[src/rtl/tictactoe_pkg.sv]
// Shared types and constants for the tic-tac-toe game controller.
// Button bit order in press/level vectors: up, down, left, right, a, start (LSB first).
package tictactoe_pkg;

    typedef enum logic [1:0] {
        StPlay  = 2'd0,
        StCheck = 2'd1,
        StWin   = 2'd2,
        StDraw  = 2'd3
    } game_state_e;

    localparam int unsigned CELL_COUNT  = 9;
    localparam logic [3:0]  CURSOR_INIT = 4'd4;

    localparam int unsigned BTN_UP    = 0;
    localparam int unsigned BTN_DOWN  = 1;
    localparam int unsigned BTN_LEFT  = 2;
    localparam int unsigned BTN_RIGHT = 3;
    localparam int unsigned BTN_A     = 4;
    localparam int unsigned BTN_START = 5;

    // Rows, then columns, then the two diagonals; bit i is cell row*3+col.
    localparam logic [CELL_COUNT-1:0] LINE_MASK [0:7] = '{
        9'b000000111,
        9'b000111000,
        9'b111000000,
        9'b001001001,
        9'b010010010,
        9'b100100100,
        9'b100010001,
        9'b001010100
    };

    function automatic logic [3:0] cell_index(input logic [1:0] row, input logic [1:0] col);
        return {2'b00, row} * 4'd3 + {2'b00, col};
    endfunction

endpackage

[src/rtl/tictactoe_press_detect.sv]
// Rising-edge detector for the six gamepad buttons, gated by controller presence.
module tictactoe_press_detect (
    input  logic       clk,
    input  logic       reset,
    input  logic       pad_present,
    input  logic [5:0] level,
    output logic [5:0] press
);

    logic [5:0] prev_q, prev_d;

    always_ff @(posedge clk) begin
        if (reset) begin
            prev_q <= '1;
        end else begin
            prev_q <= prev_d;
        end
    end

    // History forced high while disconnected so a held button cannot fire on reconnect.
    always_comb begin
        prev_d = pad_present ? level : '1;
        press  = pad_present ? (level & ~prev_q) : '0;
    end

endmodule

[src/rtl/tictactoe_game_ctrl.sv]
// Tic-tac-toe game logic: board, turn and cursor state plus a one-line-per-cycle win scanner.
module tictactoe_game_ctrl
    import tictactoe_pkg::*;
#(
    parameter logic        START_TURN  = 1'b0,
    parameter int unsigned CURSOR_WRAP = 1
) (
    input  logic                  clk,
    input  logic                  reset,
    input  logic                  pad_present,
    input  logic                  btn_up,
    input  logic                  btn_down,
    input  logic                  btn_left,
    input  logic                  btn_right,
    input  logic                  btn_a,
    input  logic                  btn_start,
    output logic [CELL_COUNT-1:0] cell_occupied,
    output logic [CELL_COUNT-1:0] cell_is_circle,
    output logic                  turn,
    output logic [3:0]            cursor,
    output logic [1:0]            game_state,
    output logic                  winner,
    output logic [CELL_COUNT-1:0] win_mask
);

    localparam bit Wrap = (CURSOR_WRAP != 0);

    game_state_e           state_q, state_d;
    logic [CELL_COUNT-1:0] occ_q, occ_d, circ_q, circ_d, win_mask_q, win_mask_d;
    logic                  turn_q, turn_d, winner_q, winner_d;
    logic [3:0]            cursor_q, cursor_d;
    logic [2:0]            line_idx_q, line_idx_d;

    logic [5:0]            press;
    logic [1:0]            row, col, row_n, col_n;
    logic [CELL_COUNT-1:0] mover_cells;
    logic                  line_hit;

    tictactoe_press_detect u_press_detect (
        .clk         (clk),
        .reset       (reset),
        .pad_present (pad_present),
        .level       ({btn_start, btn_a, btn_right, btn_left, btn_down, btn_up}),
        .press       (press)
    );

    always_ff @(posedge clk) begin
        if (reset) begin
            state_q    <= StPlay;
            occ_q      <= '0;
            circ_q     <= '0;
            turn_q     <= START_TURN;
            cursor_q   <= CURSOR_INIT;
            winner_q   <= 1'b0;
            win_mask_q <= '0;
            line_idx_q <= '0;
        end else begin
            state_q    <= state_d;
            occ_q      <= occ_d;
            circ_q     <= circ_d;
            turn_q     <= turn_d;
            cursor_q   <= cursor_d;
            winner_q   <= winner_d;
            win_mask_q <= win_mask_d;
            line_idx_q <= line_idx_d;
        end
    end

    always_comb begin
        row = 2'd0;
        col = 2'd0;
        case (cursor_q)
            4'd0, 4'd1, 4'd2: row = 2'd0;
            4'd3, 4'd4, 4'd5: row = 2'd1;
            default:          row = 2'd2;
        endcase
        case (cursor_q)
            4'd0, 4'd3, 4'd6: col = 2'd0;
            4'd1, 4'd4, 4'd7: col = 2'd1;
            default:          col = 2'd2;
        endcase
    end

    // The scanner only looks for the glyph of the side that just moved.
    assign mover_cells = occ_q & (turn_q ? circ_q : ~circ_q);
    assign line_hit    = (mover_cells & LINE_MASK[line_idx_q]) == LINE_MASK[line_idx_q];

    always_comb begin
        state_d    = state_q;
        occ_d      = occ_q;
        circ_d     = circ_q;
        turn_d     = turn_q;
        cursor_d   = cursor_q;
        winner_d   = winner_q;
        win_mask_d = win_mask_q;
        line_idx_d = line_idx_q;
        row_n      = row;
        col_n      = col;

        unique case (state_q)
            StPlay, StWin, StDraw: begin
                if (press[BTN_START]) begin
                    state_d    = StPlay;
                    occ_d      = '0;
                    circ_d     = '0;
                    turn_d     = START_TURN;
                    cursor_d   = CURSOR_INIT;
                    winner_d   = 1'b0;
                    win_mask_d = '0;
                end else if (state_q == StPlay) begin
                    if (press[BTN_A]) begin
                        if (!occ_q[cursor_q]) begin
                            occ_d[cursor_q]  = 1'b1;
                            circ_d[cursor_q] = turn_q;
                            state_d          = StCheck;
                            line_idx_d       = '0;
                        end
                    end else begin
                        if (press[BTN_UP]) begin
                            row_n = (row == 2'd0) ? (Wrap ? 2'd2 : 2'd0) : row - 2'd1;
                        end else if (press[BTN_DOWN]) begin
                            row_n = (row == 2'd2) ? (Wrap ? 2'd0 : 2'd2) : row + 2'd1;
                        end else if (press[BTN_LEFT]) begin
                            col_n = (col == 2'd0) ? (Wrap ? 2'd2 : 2'd0) : col - 2'd1;
                        end else if (press[BTN_RIGHT]) begin
                            col_n = (col == 2'd2) ? (Wrap ? 2'd0 : 2'd2) : col + 2'd1;
                        end
                        cursor_d = cell_index(row_n, col_n);
                    end
                end
            end
            StCheck: begin
                if (line_hit) begin
                    state_d    = StWin;
                    winner_d   = turn_q;
                    win_mask_d = LINE_MASK[line_idx_q];
                end else if (line_idx_q == 3'd7) begin
                    state_d = (&occ_q) ? StDraw : StPlay;
                    turn_d  = (&occ_q) ? turn_q : ~turn_q;
                end else begin
                    line_idx_d = line_idx_q + 3'd1;
                end
            end
        endcase
    end

    always_comb begin
        cell_occupied  = occ_q;
        cell_is_circle = circ_q;
        turn           = turn_q;
        cursor         = cursor_q;
        game_state     = state_q;
        winner         = winner_q;
        win_mask       = win_mask_q;
    end

endmodule
[config.mk]
export PLATFORM = sky130hd
export DESIGN_NAME = tictactoe_game_ctrl
export DESIGN_NICKNAME = d
export VERILOG_FILES = /design/src/rtl/tictactoe_pkg.sv /design/src/rtl/tictactoe_press_detect.sv /design/src/rtl/tictactoe_game_ctrl.sv
export SDC_FILE = /design/constraint.sdc
export NUM_CORES = 1
export LEC_CHECK = 0
export ABC_AREA = 0
export CORE_MARGIN = 2
export CORE_UTILIZATION = 48
export CTS_CLUSTER_DIAMETER = 120
export DETAILED_ROUTE_END_ITERATION = 10
export GPL_TIMING_DRIVEN = 0
export PLACE_DENSITY = 0.74
export SYNTH_ARGS = -nofsm -noshare
export SYNTH_HDL_FRONTEND = slang
export SYNTH_SLANG_ARGS = --single-unit
export TNS_END_PERCENT = 30
[constraint.sdc]
create_clock -name clk -period 3.5 [get_ports clk]
set_input_delay 0.525 -clock clk [delete_from_list [all_inputs] [get_ports clk]]
set_output_delay 0.525 -clock clk [all_outputs]
set_load 0.05 [all_outputs]
==> results of run 1 <==
layout make-up:
| class | instances | area [µm²] |
|---|---|---|
| inverter | 11 | 45.04 |
| clock inverter | 2 | 38.79 |
| buffer | 15 | 68.82 |
| timing repair buffer | 43 | 432.9 |
| clock buffer | 6 | 82.58 |
| sequential | 44 | 882.1 |
| multi-input combinational | 207 | 1460 |
| fill | 441 | 1723 |
| tap | 67 | 83.83 |
through the flow:
| stage | area, µm² | worst slack [ps] | TNS (ps) | hold WS (ps) |
|---|---|---|---|---|
| after floorplan | 2446 | 35.12 | 0 | 513.6 |
| after global placement | 2960 | -164.9 | -245.0 | 456.6 |
| after detailed placement | 2960 | -227.6 | -362.3 | 463.6 |
| after CTS | 3082 | 68.22 | 0 | 476.5 |
| after global routing | 3094 | 2.131 | 0 | 496.7 |
| final | 3094 | 201.4 | 0 | 471.6 |
kinds of logic (layout without fill, tap and decap cells):
kind of cell    count (synthesis)  count (layout)  synth area share (%)
simple gates                  109             109                 25.59
compound gates                 59              59                 16.68
flops                          44              44                 36.03
buf+inv                        26              77                 4.402
mux                            19              19                 7.983
fa+ha+maj                      10              10                 5.732
xor+xnor                       10              10                 3.582
how the worst min path moves through the flow:
stage / cells past startpoint / slack [ps] / end / start
2_1_floorplan: 1 / 510 / line_idx_q[1]$_SDFFE_PP0P_ / line_idx_q[1]$_SDFFE_PP0P_
3_3_place_gp: 2 / 460 / win_mask[5]$_SDFFE_PP0P_ / win_mask[5]$_SDFFE_PP0P_
3_5_place_dp: 2 / 460 / win_mask[2]$_SDFFE_PP0P_ / win_mask[2]$_SDFFE_PP0P_
4_1_cts: 2 / 480 / win_mask[2]$_SDFFE_PP0P_ / win_mask[2]$_SDFFE_PP0P_
5_1_grt: 2 / 500 / win_mask[8]$_SDFFE_PP0P_ / win_mask[8]$_SDFFE_PP0P_
6_report: 2 / 470 / winner$_SDFFE_PP0P_ / winner$_SDFFE_PP0P_
worst min-delay path, cell delays in order (launching register included):
cell	delay, ps
dfxtp_1	310
nand3_1	50
o21ai_0	60
per-layer routing:
layer / vias up / GRT usage [%] / wire, µm
met2: 82 / 35.56 / 2809
met3: 4 / 4.497 / 445
met4: 0 / 5.068 / 42
met1: 1052 / 34.02 / 2762
li1: 1100 / - / -
met5: - / 0 / 0
cells in the mapped netlist (4+ instances only):
| cell | instances | area (µm²) |
|---|---|---|
| buf_2 | 8 | 40.04 |
| nand3_1 | 15 | 75.07 |
| dfxtp_1 | 44 | 880.8 |
| nor2_1 | 14 | 52.55 |
| inv_1 | 10 | 37.54 |
| ha_1 | 8 | 100.1 |
| o21ai_0 | 5 | 25.02 |
| nand2_1 | 26 | 97.59 |
| o21a_1 | 8 | 60.06 |
| mux2i_1 | 18 | 180.2 |
| a21oi_1 | 17 | 85.08 |
| nand2b_1 | 13 | 81.33 |
| clkbuf_1 | 7 | 26.28 |
| a22oi_1 | 4 | 30.03 |
| o31ai_1 | 6 | 45.04 |
| nor2b_1 | 4 | 25.02 |
| nor3_1 | 9 | 45.04 |
| xnor2_1 | 10 | 87.58 |
| nor4_1 | 5 | 31.28 |
| nand3b_1 | 4 | 30.03 |
power by group:
group	internal, µW	leakage [µW]	switching, µW
Combinational	303	0.000674	426
Clock	233	0.0000614	177
Sequential	529	0.000357	26.1
Total	1060	0.00109	629
sequential cells by signal, indices dropped and copies added, names as in the netlist:
name / count
cell_is_circle: 9
cell_occupied: 9
cursor: 4
game_state: 2
line_idx_q: 3
turn: 1
u_press_detect.prev_q: 6
win_mask: 9
winner: 1
==> metrics.md, run 1 <==
| Metric | Value |
|---|---|
| Syn_area_per_cell | 8.826 µm² |
| Final net count | 346 |
| Commonest non-fill, non-tap cell in the layout | dfxtp_1 |
| Port bufs | 43 |
| GP Congestion | 0.9192 |
| Post-Syn Area | roughly 2400 µm² |
| Final Hold Vio Count | 0 |
| Die height | 75.37 µm |
| Row cnt | 25 |
| Placed cell count | 387 |
| Routed vias/inst | 5.666 |
| Clock tree sinks | 44 |
| Final Setup Violations | 0 |
| Async set or reset register ratio after synthesis | 0% |
| Crit path capture type | register |
| FF-to-FF path depth | 14 |
| Clk buf depth | 2 |
| Status | finished clean |
| Die area | roughly 5700 µm² |
| Critical Path Fanout Max | 10 |
| Final Power | 1694 µW |
| Layout Cells excl Fill | 395 |
| Core Area | slightly below 5000 µm² |
| Tmin final | 3299 ps |
| Worst-margin pin slew | 766.8 ps |
| Post-Synthesis Cells | 277 |
| Grt ovf | 0 |
| Die X | 75.37 µm |
| Vias in the first global route | 2000 |
| Most frequent cells in the layout | dfxtp_1, clkdlybuf4s50_1, nand2_1 |
| Max-slew headroom | 48.16% |
| Leak | 0.001092 µW |
| Syn nets | 296 |
| Wire per inst | 15.34 µm |
| Crit path buf inv count | 4 |
| Initial drt markers | 211 |
| Synth cell types | 48 |
| Min-delay worst type | reg -> reg |
| DRT Wirelength | 6.061 mm |
| Critical path's slowest cell | fa_1 |
| Antenna violations before repair | 0 |
| DRC errors left | 0 |
| Worst Skew | 7.454 ps |
| Worst path top cell family by delay | adder cells |
| Count of max-cap constraint violations | 0 |
| FF-to-FF End | cursor[2]$_SDFFE_PP1P_ |
| Htree depth | 2 |
| DR vias | 2238 |
| Most common flop cell mapped by yosys | dfxtp_1 |
| Util after Layout | 64.23% |
| Crit path kind | reg -> reg |
| PwrDens | 547.4 nW/µm² |
| Crit. path cell count | 14 |
| TritonCTS Buffers | 5 |
| RR Startpoint | cursor[1]$_SDFFE_PP0P_ |
| Ratio of cells with drive above 1 in the final layout | 9.146% |
| First-pass iteration count of the detailed router | 4 |
| Final ANT Viol Nets | 0 |
| CP Cell Sequence | buf_2 -> clkbuf_4 -> nand2b_1 -> nand2b_1 -> a21oi_1 -> o22ai_1 -> o32a_1 -> fa_1 -> inv_1 -> ha_1 -> fa_1 -> inv_1 -> a22o_1 -> nand2_1 |
| Worst IR Drop VDD | 0.4338 mV |
| Slowest stage delay, CP | 490 ps |
| GR Util All Layers | 23.20% |
| RSZ-0062 raised after global routing | false |
| Fmax | 303.2 MHz |
| CTS tree | done |
| Critical Path AT | approximately 3500 ps |
| Crit path launch | cursor[1]$_SDFFE_PP0P_ |
| Critical path required time | 3740 ps |
| Hpwl dp | 4.628 mm |
| Largest net degree at the start of global routing | 15 |
| Initial core utilization | 50.75% |
| Synth-to-layout area growth | 26.56% |
| First-pass GRT wire length | 9.942 mm |
| Critical Path End | cursor[2]$_SDFFE_PP1P_ |
| Sequential share of the synthesized area | between 30% and 40% |
| EDFF count, synth | 0 |
| Synth warn | 0 |
| Reg2Reg Setup Slack | 200 ps |
| Final Max Tran Viols | 0 |
| Final Cycle Share | 94.24% |
| CTS resizes | 0 |
| Yosys reg bits | 44 |
| Cts hold-fix bufs | 0 |
| Clk pin slew, worst setup/hold paths | 80 ps |
| Worst skew pair latency | 300 ps |
| IO Count | 44 |
| N_diodes | 0 |
| Root Driver | clkbuf_8 |
| Startpoint types | register |
| Post-CTS setup buffer count | 0 |
Power figures use the tool's default switching activity.
==> run 2: changes to the inputs <==
--- a/config.mk
+++ b/config.mk
@@ -12,6 +12,7 @@
 export DETAILED_ROUTE_END_ITERATION = 10
 export GPL_TIMING_DRIVEN = 0
 export PLACE_DENSITY = 0.74
+export SKIP_LAST_GASP = 1
 export SYNTH_ARGS = -nofsm -noshare
 export SYNTH_HDL_FRONTEND = slang
 export SYNTH_SLANG_ARGS = --single-unit
==> constraint.sdc (replaced) <==
create_clock -name clk -period 3.6 [get_ports clk]
set_input_delay 0.54 -clock clk [delete_from_list [all_inputs] [get_ports clk]]
set_output_delay 0.54 -clock clk [all_outputs]
set_load 0.05 [all_outputs]
==> run 2 against run 1 <==
- clock skew rose by 1.0 ps
- non-clock buffer count did not move
- total power fell by 4.2%
- highest routed layer unchanged
==> metrics.md, run 2 (synthesis gave the netlist of run 1 again) <==
| Metric | Value |
|---|---|
| DRC errors left | 0 |
| Initial core utilization | 50.75% |
| Clock tree sinks | 44 |
| Final net count | 346 |
| CP Cell Sequence | clkdlybuf4s50_1 -> nand3b_1 -> xnor2_1 -> nor2_1 -> nor2_1 -> or3_1 -> and3_1 -> fa_1 -> inv_1 -> ha_1 -> fa_1 -> inv_1 -> a22o_1 -> nand2_1 |
| CTS tree | done |
| Largest net degree at the start of global routing | 16 |
| Final Setup Violations | 0 |
| Worst-margin pin slew | 744.7 ps |
| TritonCTS Buffers | 5 |
| Tmin final | 3406 ps |
| Vias in the first global route | 2004 |
| Accumulated negative setup slack | 0 ps |
| Placed cell count | 387 |
| Final ANT Viol Nets | 0 |
| Root Driver | clkbuf_8 |
| Ratio of cells with drive above 1 in the final layout | 8.537% |
| Hpwl dp | about 4.8 mm |
| Antenna violations before repair | 0 |
| Final Power | 1623 µW |
| GP Congestion | between 0.8 and 0.9 |
| Crit path kind | in -> reg |
| IO Count | 44 |
| Critical path required time | 3850 ps |
| Hold slack | approximately 470 ps |
| Critical path's slowest cell | clkdlybuf4s50_1 |
| Final Max Tran Viols | 0 |
| Port bufs | 43 |
| Crit path capture type | register |
| Max-slew headroom | 49.65% |
| Count of max-cap constraint violations | 0 |
| Initial drt markers | 183 |
| Wire per inst | 15.71 µm |
| Worst path top cell family by delay | adder cells |
| Crit path buf inv count | 3 |
| Slowest stage delay, CP | 600 ps |
| First-pass iteration count of the detailed router | 4 |
| Clk buf depth | 2 |
| GR Util All Layers | 23.66% |
| Final Hold Vio Count | 0 |
| Fmax | 293.6 MHz |
| DRT Wirelength | 6.204 mm |
| Commonest non-fill, non-tap cell in the layout | dfxtp_1 |
| Worst IR Drop VDD | 0.3325 mV |
| Most frequent cells in the layout | dfxtp_1, clkdlybuf4s50_1, nand2_1 |
| Die height | around 75 µm |
| DR vias | approximately 2300 |
| Min-delay worst type | reg -> reg |
| Cts hold-fix bufs | 0 |
| Startpoint types | input port |
| Critical Path AT | 3650 ps |
| Worst Skew | 8.474 ps |
| Row cnt | 25 |
| Final Cycle Share | around 95% |
| Critical Path Fanout Max | 8 |
| Worst skew pair latency | a little over 300 ps |
| Synth-to-layout area growth | 26.00% |
| N_diodes | 0 |
| RSZ-0062 raised after global routing | false |
| Routed vias/inst | ~5.7 |
| Grt ovf | 0 |
| Core Area | just under 5000 µm² |
| Die area | around 5700 µm² |
| PwrDens | 527.0 nW/µm² |
| Status | finished clean |
| First-pass GRT wire length | 9.991 mm |
| Leak | ~0.0011 µW |
| Htree depth | 2 |
| Die X | 75.37 µm |
| Layout Cells excl Fill | 395 |
| Clk pin slew, worst setup/hold paths | approximately 80 ps |
run 2: changes by cell type in the layout (fill, tap and decap cells not counted), sizes merged:
cell           delta
clkbuf            -1
clkdlybuf4s50     +1
dlymetal6s2s      -1
inv               +1
run 2: power breakdown:
| part | total [µW] | internal, µW | switching (µW) | leakage, µW |
|---|---|---|---|---|
| registers | 540 | 513 | 26.7 | 0.000357 |
| logic | 695 | 289 | 407 | 0.000667 |
| clock network | 388 | 209 | 179 | 0.0000548 |
run 2: final cells by class:
class / count / area (µm²)
clock buffers: 5 / 68.82
multi-input cells: 207 / 1460
plain buffers: 15 / 68.82
fillers: 433 / 1737
clock inverters: 3 / 46.29
repair buffers: 43 / 430.4
inverters: 11 / 41.29
flip-flops and latches: 44 / 880.8
well taps: 67 / 83.83
run 2: worst min-delay path: cells and delay by family, from the launching register on:
family / cells / cell delay (ps)
AO/OA/AOI/OAI: 1 / 60
AND/OR/NAND/NOR: 1 / 50
flip-flops: 1 / 310
run 2: path summary, 6_finish.rpt:
path,slack [ps],depth (start not counted),end,startpoint
min,470,2,winner$_SDFFE_PP0P_,winner$_SDFFE_PP0P_
max reg2reg,270,13,cursor[2]$_SDFFE_PP1P_,cursor[2]$_SDFFE_PP1P_
min reg2reg,470,2,winner$_SDFFE_PP0P_,winner$_SDFFE_PP0P_
max,190,14,cursor[2]$_SDFFE_PP1P_,pad_present
run 2: metrics by stage:
step | utilization [%] | setup slack, ps | instance area (µm²)
after CTS | 63.82 | 148.2 | 3074
after global routing | 63.95 | 31.42 | 3080
after floorplan | - | 59.78 | 2445
after detailed placement | 61.43 | -127.2 | 2959
final | 63.95 | 193.9 | 3080
after global placement | 61.43 | -74.07 | 2959
run 2: timing repair:
action                     CTS  global route
setup buffers                0             0
setup endpoints to repair    0             2
resized for setup            0             2
run 2: routing by layer:
metal	track usage, %	wire length (µm)	share of wire (%)	up-vias
met2	37.68	2851	46	84
met5	0	0	0	-
li1	-	-	-	1101
met3	4.101	408	6.6	5
met1	33.06	2867	46	1070
met4	7.018	76	1.2	0
==> run 3: changes to the inputs <==
--- a/config.mk
+++ b/config.mk
@@ -7,11 +7,11 @@
 export LEC_CHECK = 0
 export ABC_AREA = 0
 export CORE_MARGIN = 2
-export CORE_UTILIZATION = 48
-export CTS_CLUSTER_DIAMETER = 120
+export CORE_UTILIZATION = 47
+export CTS_CLUSTER_DIAMETER = 40
 export DETAILED_ROUTE_END_ITERATION = 10
 export GPL_TIMING_DRIVEN = 0
-export PLACE_DENSITY = 0.74
+export PLACE_DENSITY = 0.76
 export SKIP_LAST_GASP = 1
 export SYNTH_ARGS = -nofsm -noshare
 export SYNTH_HDL_FRONTEND = slang
==> constraint.sdc (replaced) <==
create_clock -name clk -period 2.9 [get_ports clk]
set_input_delay 0.435 -clock clk [delete_from_list [all_inputs] [get_ports clk]]
set_output_delay 0.435 -clock clk [all_outputs]
set_load 0.05 [all_outputs]
==> run 3 against run 2 <==
- core utilization is 0.57 points higher
- total power rose by 39%
- clock-buffer cell count unchanged
- critical path depth shrank 1
- sequential share of layout area fell by 1.3 points
- critical endpoint unchanged
- largest cell class unchanged
- largest power group unchanged
==> metrics.md, run 3 (synthesis gave the netlist of run 1 again) <==
| Metric | Value |
|---|---|
| Status | finished clean |
| Hold Path End | u_press_detect.prev_q[0]$_SDFF_PP1_ |
| Layout Cells excl Fill | roughly 400 |
| Worst hold path depth | 2 |
| IO Count | 44 |
| Routed vias/inst | 5.641 |
| Worst IR Drop VDD | 0.4266 mV |
| Critical path required time | between 3000 and 4000 ps |
| GP Congestion | just under 0.9 |
| CP Cell Sequence | nand3b_1 -> xnor2_1 -> nor2_1 -> nor2_1 -> or3_1 -> and3_4 -> fa_1 -> inv_1 -> ha_2 -> fa_1 -> inv_1 -> a22o_1 -> nand2_1 |
| Die area | 5795 µm² |
| Wire per inst | around 15 µm |
| Startpoint types | register |
| Most frequent cells in the layout | dfxtp_1, clkdlybuf4s50_1, nand2_1 |
| Ratio of cells with drive above 1 in the final layout | 16.52% |
| Vias in the first global route | 2149 |
| Count of max-cap constraint violations | 0 |
| Comb pwr share | between 40% and 50% |
| Worst skew pair latency | between 300 and 400 ps |
| Port bufs | 43 |
| Die X | 76.13 µm |
| Core Area | 5075 µm² |
| Largest net degree at the start of global routing | 16 |
| Critical Path AT | 3090 ps |
| Initial core utilization | 48.18% |
| Placed cell count | 390 |
| Clk buf depth | 2 |
| TritonCTS Buffers | 5 |
| GR Util All Layers | between 20% and 30% |
| Critical path's slowest cell | fa_1 |
| RSZ-0062 raised after global routing | true |
| # fillers | 467 |
| Fmax | ~350 MHz |
| Clock power frac | 21.7% |
| Clk pin slew, worst setup/hold paths | 90 ps |
| Min-delay worst type | in -> reg |
| FF-to-FF path depth | 13 |
| Htree depth | 2 |
| Crit path capture type | register |
| Slowest stage delay, CP | 490 ps |
| Flop pwr share | a little under a third |
| First-pass iteration count of the detailed router | 6 |
| N_diodes | 0 |
| CTS tree | done |
| DRC errors left | 0 |
| RR Startpoint | u_press_detect.prev_q[1]$_SDFF_PP1_ |
| Row cnt | 26 |
| Routed wl met3 | 364 µm |
| Initial drt markers | approximately 220 |
| Antenna violations before repair | 0 |
| Crit path kind | reg -> reg |
| Placed cell area | 3057 µm² |
| Sw Ratio | 37.06% |
| Finished Cell Area | 3274 µm² |
| Routed wl met2 | ~3 mm |
| Final ANT Viol Nets | 0 |
| P_sw | about 830 µW |
| Final Setup Violations | 0 |
| Final setup margin | slightly below 60 ps |
| First-pass GRT wire length | 10.59 mm |
| Critical Path Fanout Max | 3 |
| Total internal power | 1418 µW |
| DP Worst Slack | -677.8 ps |
| Leak | approximately 0.0012 µW |
| Worst Skew | about 6.8 ps |
| Grt ovf | 0 |
| Worst-margin pin slew | 769.7 ps |
| Top layer in use | met4 |
| Reg2Reg Setup Slack | about 59 ps |
| Final net count | about 360 |
| Synth-to-layout area growth | 33.93% |
| Cts hold-fix bufs | 0 |
| Hpwl dp | 4.700 mm |
| Met1 Wirelength | 2.878 mm |
| Final Max Tran Viols | 0 |
| PwrDens | ~690 nW/µm² |
| HP Start | btn_up |
| Clock tree sinks | 44 |
| Max-slew headroom | 47.96% |
| DR vias | 2307 |
| FF-to-FF End | cursor[2]$_SDFFE_PP1P_ |
| Final Hold Vio Count | 0 |
| Die height | 76.13 µm |
| Final Cycle Share | 97.98% |
| DRT Wirelength | around 6.3 mm |
| Tmin final | 2841 ps |
| Root Driver | clkbuf_8 |
## run 3: critical path: cells and delay by family (launching register included)
kind,cells,cell delay [ps]
AO/OA/AOI/OAI,1,190
XOR/XNOR,1,180
adder cells (fa/ha/maj),3,1130
buffers and inverters,2,80
flip-flops,1,300
AND/OR/NAND/NOR,6,900
## run 3: area by class of cell
| cell class | instances | area [µm²] | area share (%) |
|---|---|---|---|
| clock inverters | 3 | 45.04 | 1.376 |
| repair buffers | 56 | 524.3 | 16.01 |
| clock buffers | 5 | 68.82 | 2.102 |
| flip-flops and latches | 44 | 893.4 | 27.28 |
| well taps | 70 | 87.58 | 2.675 |
| inverters | 11 | 46.29 | 1.414 |
| multi-input cells | 207 | 1521 | 46.47 |
| plain buffers | 13 | 87.58 | 2.675 |
## run 3: layer usage
layer  track usage, %  up-vias
li1                 -     1123
met1            31.08     1080
met3            4.621       11
met2            36.61       93
met4            6.364        0
met5                0        -
## run 3: how the worst max path moves through the flow
stage | startpoint | slack, ps | endpoint | cells after the start
floorplan | cursor[1]$_SDFFE_PP0P_ | 2 | cursor[2]$_SDFFE_PP1P_ | 14
global placement | pad_present | -650 | cursor[2]$_SDFFE_PP1P_ | 14
detailed placement | pad_present | -680 | cursor[2]$_SDFFE_PP1P_ | 14
CTS | pad_present | 5 | cursor[2]$_SDFFE_PP1P_ | 14
global route | u_press_detect.prev_q[1]$_SDFF_PP1_ | -50 | cursor[2]$_SDFFE_PP1P_ | 13
finish | u_press_detect.prev_q[1]$_SDFF_PP1_ | 60 | cursor[2]$_SDFFE_PP1P_ | 13
## run 3: power by group through the flow
stage	combinational, µW	sequential [µW]	clock (µW)
after floorplan	681	774	0
after global placement	945	695	0
after detailed placement	959	696	0
after CTS	990	684	493
after global routing	1170	703	529
final	1070	698	490
## run 3: timing repair
action | CTS | global route
pin swaps | 6 | 3
resized for setup | 5 | 10
endpoints found under the hold margin | 0 | 0
setup buffers | 3 | 10
endpoints found under the setup margin | 2 | 5
## run 3: through the flow
step	hold slack (ps)	power [µW]	utilization, %	setup TNS [ps]
2_1_floorplan	513.6	1455	-	0
3_3_place_gp	455.5	1640	60.23	-1532
3_5_place_dp	464.6	1655	60.23	-1612
4_1_cts	460.4	2168	62.77	0
5_1_grt	357.9	2406	64.52	-78.86
6_report	354.6	2253	64.52	0
